===== src/rtl/fetch_decode_pkg.sv =====
// Shared definitions for the fetch/decode sequencer: ALU operation codes,
// control opcodes, sequencer states and small decode helpers.
package fetch_decode_pkg;

  typedef enum logic [3:0] {
    doNothing         = 4'd0,
    absDiff           = 4'd1,
    aluLSR1           = 4'd2,
    oneLSL            = 4'd3,
    oneLSLMinus1      = 4'd4,
    strMatch          = 4'd5,
    addu              = 4'd6,
    aluIncrementIfSet = 4'd7,
    setNegative       = 4'd8,
    LSL1              = 4'd9,
    min               = 4'd10,
    decrementSetZero  = 4'd11,
    decrementSetOne   = 4'd12,
    adduTwo           = 4'd13
  } alu_op_t;

  localparam logic [3:0] BRF  = 4'd14;
  localparam logic [3:0] HALT = 4'd15;

  typedef enum logic [1:0] {
    IDLE  = 2'd0,
    FETCH = 2'd1,
    EXEC  = 2'd2,
    DONE  = 2'd3
  } state_t;

  function automatic logic is_alu_op(input logic [3:0] op);
    return op < BRF;
  endfunction

  // strMatch and setNegative only produce a flag; their result is discarded
  function automatic logic writes_reg(input logic [3:0] op);
    return is_alu_op(op) && (op != 4'(strMatch)) && (op != 4'(setNegative));
  endfunction

  function automatic logic [15:0] sat_inc16(input logic [15:0] v);
    return (v == '1) ? v : v + 16'd1;
  endfunction

endpackage


===== src/rtl/fetch_decode.sv =====
// Two-cycle fetch/execute sequencer: fetches a 9-bit instruction from ROM,
// drives ALU/register-file controls, handles flag branches and halt.
module fetch_decode
  import fetch_decode_pkg::*;
(
  input  logic       clk,
  input  logic       reset,
  input  logic       start,
  input  logic [8:0] instr,
  input  logic       aluFlag,
  output logic [7:0] pc,
  output alu_op_t    aluOp,
  output logic [2:0] rdAddr,
  output logic [1:0] rsAddr,
  output logic       regWrEn,
  output logic       flagOut,
  output logic       done,
  output logic [15:0] cycleCount
);

  state_t      state, state_next;
  logic [8:0]  ir;
  logic        flag;
  logic [3:0]  op;
  logic [7:0]  br_offset;

  assign op        = ir[8:5];
  assign br_offset = {{3{ir[4]}}, ir[4:0]};
  assign flagOut   = flag;

  always_ff @(posedge clk) begin
    if (reset) state <= IDLE;
    else       state <= state_next;
  end

  always_comb begin
    state_next = state;
    case (state)
      IDLE, DONE: if (start) state_next = FETCH;
      FETCH:      state_next = EXEC;
      EXEC:       state_next = (op == HALT) ? DONE : FETCH;
      default:    state_next = IDLE;
    endcase
  end

  always_ff @(posedge clk) begin
    if (reset) begin
      pc         <= '0;
      ir         <= '0;
      flag       <= 1'b0;
      cycleCount <= '0;
    end else begin
      case (state)
        IDLE, DONE: begin
          if (start) begin
            pc         <= '0;
            flag       <= 1'b0;
            cycleCount <= '0;
          end
        end
        FETCH: begin
          ir         <= instr;
          cycleCount <= sat_inc16(cycleCount);
        end
        EXEC: begin
          cycleCount <= sat_inc16(cycleCount);
          if (is_alu_op(op)) begin
            flag <= aluFlag;
            pc   <= pc + 8'd1;
          end else if (op == BRF) begin
            pc <= flag ? pc + br_offset : pc + 8'd1;
          end
        end
        default: ;
      endcase
    end
  end

  // Write enable is gated by reset so a reset landing mid-EXEC never
  // commits a register write on that same edge.
  always_comb begin
    aluOp   = doNothing;
    rdAddr  = '0;
    rsAddr  = '0;
    regWrEn = 1'b0;
    done    = (state == DONE);
    if (state == EXEC && is_alu_op(op)) begin
      aluOp   = alu_op_t'(op);
      rdAddr  = ir[4:2];
      rsAddr  = ir[1:0];
      regWrEn = writes_reg(op) && !reset;
    end
  end

endmodule


===== config.mk =====
export PLATFORM = sky130hd
export DESIGN_NAME = fetch_decode
export DESIGN_NICKNAME = d
export VERILOG_FILES = /design/src/rtl/fetch_decode_pkg.sv /design/src/rtl/fetch_decode.sv
export SDC_FILE = /design/constraint.sdc
export NUM_CORES = 1
export LEC_CHECK = 0
export ABC_AREA = 1
export ABC_CLOCK_PERIOD_IN_PS = 2450
export CAP_MARGIN = 25
export CORE_AREA = 3 3 133 71
export CTS_BUF_LIST = sky130_fd_sc_hd__clkbuf_4 sky130_fd_sc_hd__clkbuf_8 sky130_fd_sc_hd__clkbuf_16
export DETAILED_ROUTE_END_ITERATION = 7
export DIE_AREA = 0 0 136 74
export PLACE_DENSITY_LB_ADDON = 0.15
export REMOVE_ABC_BUFFERS = 1
export SLEW_MARGIN = 20
export SYNTH_ARGS = -nofsm -noshare
export SYNTH_HDL_FRONTEND = slang
export SYNTH_SLANG_ARGS = --single-unit

===== constraint.sdc =====
create_clock -name clk -period 2.45 [get_ports clk]
set_input_delay 0.245 -clock clk [delete_from_list [all_inputs] [get_ports clk]]
set_output_delay 0.245 -clock clk [all_outputs]
set_load 0.05 [all_outputs]

==> qor.txt, run 1 <==
Core Region - 0.00847 mm^2
Ant. Diodes - 0
Count of different cell masters after synthesis - 29
Die Wd - 136 um
First-pass GRT wire length - 11900 um
Antenna Nets Post-Route - 0
Total clock sinks - 36
Worst R2R End - pc[6]$_SDFFE_PP0P_
Post-synth EDFFs - 0
Worst reg-to-reg setup slack - 590 ps
Post-route clock period utilization - 0.899
Post-route minimum period - 2200 ps
Ys flop type - dfxtp_1
Antenna violations before repair - 0
Area share of the leading cell type in the synthesized netlist - 0.291
Max Buffers Root-to-Sink - 2
Drt pass-1 iters - 5
Setup TNS - 0 ps
Wire per inst - 13.3 um
Register bit total from synthesis - 36
Worst slew pin tran - 599 ps
Max_slew headroom - 0.601
Area grow syn2layout - 31.0%
Yosys top cell by area - dfxtp_1
Initial core utilization - 0.292
Root Driver - clkbuf_16
Worst Path Arrival - 1960 ps
Clock Skews - 5.50 ps
Htree depth - 2
Hold WC Path Type - reg2reg
Die ar. - 0.0101 mm^2
Hold_buf cts - 0
Routed WL - 7350 um
CP endpoint kind - output pin
Vias in the first global route - 2251
Post-Syn Instances - 386
Latest clock arrival within the worst-skew pair - 280 ps
IO Pins - 49
Startpoint Class - register
Clk slew on worst S/H paths - 60 ps
Layout cells sized above 1 - 0.117
Setup Viol. Count Final - 0
Post-CTS Repair Setup Buffers - 0
Post-synth ARST share - 0
P per Cell Area - 594 mW/mm^2
Synth area leaders - dfxtp_1 29%, nand2_1 13%, inv_1 8.2%, nor2_1 7.9%, a21oi_1 6.9%
Post-CTS Resized - 0
Outcome - finished clean
Post-synthesis sequential area ratio - 0.291
Max cap viols - 0
Worst IR drop on VDD - 0.000318 V
Vias per inst - 4.48
Site row count - 24
R2r startpoint - state[0]$_SDFFE_PP0P_
Residual DRC - 0
Num CTS Buffers - 5
Mapped cell area - 0.00248 mm^2
Max Fanout on Critical Path - 5
End point of the worst hold path - ir[6]$_SDFFE_PP0N_
Final nets - 462
GR Util All Layers - 0.151
TritonCTS clock tree - yes
Hold Path Stages - 2
Gpl congestion - 0.815
DP HPWL - 5840 um
Leakage - 0.00132 uW
Type of the worst setup path - reg2out
Final hold violations - 0
R2R depth - 10
YS warnings - 0
Chip height - 74 um
# port buffers - 48
DP Area - 0.00308 mm^2
Initial drt markers - 226
Total congestion overflow - 0
Fill cell count - 918
Pin count of the biggest net entering global routing - 21
Design Area, Final - 0.00324 mm^2
Unrepaired setup endpoints after global routing - false
Critical Path RT - 2200 ps
Slew Viols, Final - 0
Vias - 2484
Hold_sp - ir[6]$_SDFFE_PP0N_
Count leader, synth - nand2_1
Top cells by count, synth - 84 x nand2_1, 54 x inv_1, 52 x nor2_1
Syn avg cell area - 6.41 um^2
Max Freq - 0.454 GHz
## layer usage
metal / global-route usage / wire length, um
met1: 0.267 / 4350
met2: 0.172 / 2390
met3: 0.0358 / 580
met4: 0.0190 / 36
met5: 0 / 0
## area by class of cell
type                            count  area (um^2)  area share
Inverter                           57          214      0.0659
Clock buffer                        6          133      0.0409
Timing Repair Buffer               51          493       0.152
Clock inverter                      2         35.0      0.0108
Multi-Input combinational cell    285         1500       0.463
Sequential cell                    36          721       0.222
Tap cell                          117          146      0.0451
## cell families after synthesis
family | synth area share
xor+xnor | 0.0318
compound gates | 0.145
fa+ha+maj | 0.0687
flops | 0.291
buf+inv | 0.102
simple gates | 0.362
## how the worst max path moves through the flow
stage / slack (ps) / depth (start not counted) / endpoint / startpoint
floorplan: 140 / 4 / regWrEn / state[0]$_SDFFE_PP0P_
global placement: 590 / 5 / aluOp[1] / state[0]$_SDFFE_PP0P_
detailed placement: 560 / 4 / aluOp[1] / state[1]$_SDFFE_PP0P_
CTS: 250 / 5 / regWrEn / state[0]$_SDFFE_PP0P_
global route: 80 / 5 / regWrEn / state[0]$_SDFFE_PP0P_
finish: 250 / 5 / aluOp[1] / state[0]$_SDFFE_PP0P_
## worst max-delay path, stage by stage, from the launching register on
cell	delay [ps]
dfxtp_1	330
inv_1	80
ha_1	280
nand3_1	130
inv_1	70
clkdlybuf4s50_1	790
## through the flow
| stage | util | setup WS, ps | std cells | power [uW] | hold slack [ps] |
|---|---|---|---|---|---|
| 6_report | 0.383 | 247 | 554 | 1930 | 518 |
| 3_5_place_dp | 0.363 | 562 | 546 | 1200 | 509 |
| 2_1_floorplan | - | 143 | 378 | 1020 | 307 |
| 5_1_grt | 0.383 | 80.4 | 554 | 2040 | 545 |
| 4_1_cts | 0.383 | 248 | 554 | 1950 | 517 |
| 3_3_place_gp | 0.363 | 586 | 546 | 1190 | 488 |
## power by group
part,internal [uW],switching [uW]
clock,490,255
sequential,630,63.5
combinational,166,324
## registers in the layout, summed over array words and instances, names as in the netlist
signal,flops
flagOut,1
ir,9
state,2
cycleCount,16
pc,8
## cells in the final DEF (no fill, tap or decap), types with 4 or more instances in the layout
cell / synthesis / final
ha_1: 12 / 12
nor2_2: 5 / 5
nor2_4: 4 / 4
buf_4: 0 / 11
a21oi_1: 34 / 34
clkbuf_16: 0 / 5
clkdlybuf4s50_1: 0 / 39
dfxtp_1: 36 / 36
xnor2_1: 4 / 4
nand3_1: 28 / 28
inv_1: 54 / 54
nand2_2: 8 / 8
xor2_1: 5 / 5
nand4_1: 9 / 9
o21ai_0: 19 / 19
nor2_1: 52 / 52
a21oi_2: 6 / 6
nand2_1: 84 / 84
No activity file was read; power rests on OpenSTA's default activity.
==> inputs of run 2 (changes only) <==
--- a/config.mk
+++ b/config.mk
@@ -7,7 +7,7 @@
 export LEC_CHECK = 0
 export ABC_AREA = 1
 export ABC_CLOCK_PERIOD_IN_PS = 2450
-export CAP_MARGIN = 25
+export CAP_MARGIN = 30
 export CORE_AREA = 3 3 133 71
 export CTS_BUF_LIST = sky130_fd_sc_hd__clkbuf_4 sky130_fd_sc_hd__clkbuf_8 sky130_fd_sc_hd__clkbuf_16
 export DETAILED_ROUTE_END_ITERATION = 7
==> results of run 2 <==
The final DEF is identical to that of run 1; final timing and power are the same.
==> inputs of run 3 (changes only) <==
--- a/config.mk
+++ b/config.mk
@@ -18,3 +18,4 @@
 export SYNTH_ARGS = -nofsm -noshare
 export SYNTH_HDL_FRONTEND = slang
 export SYNTH_SLANG_ARGS = --single-unit
+export TNS_END_PERCENT = 10
==> results of run 3 <==
The final DEF is identical to that of run 1; final timing and power are the same.
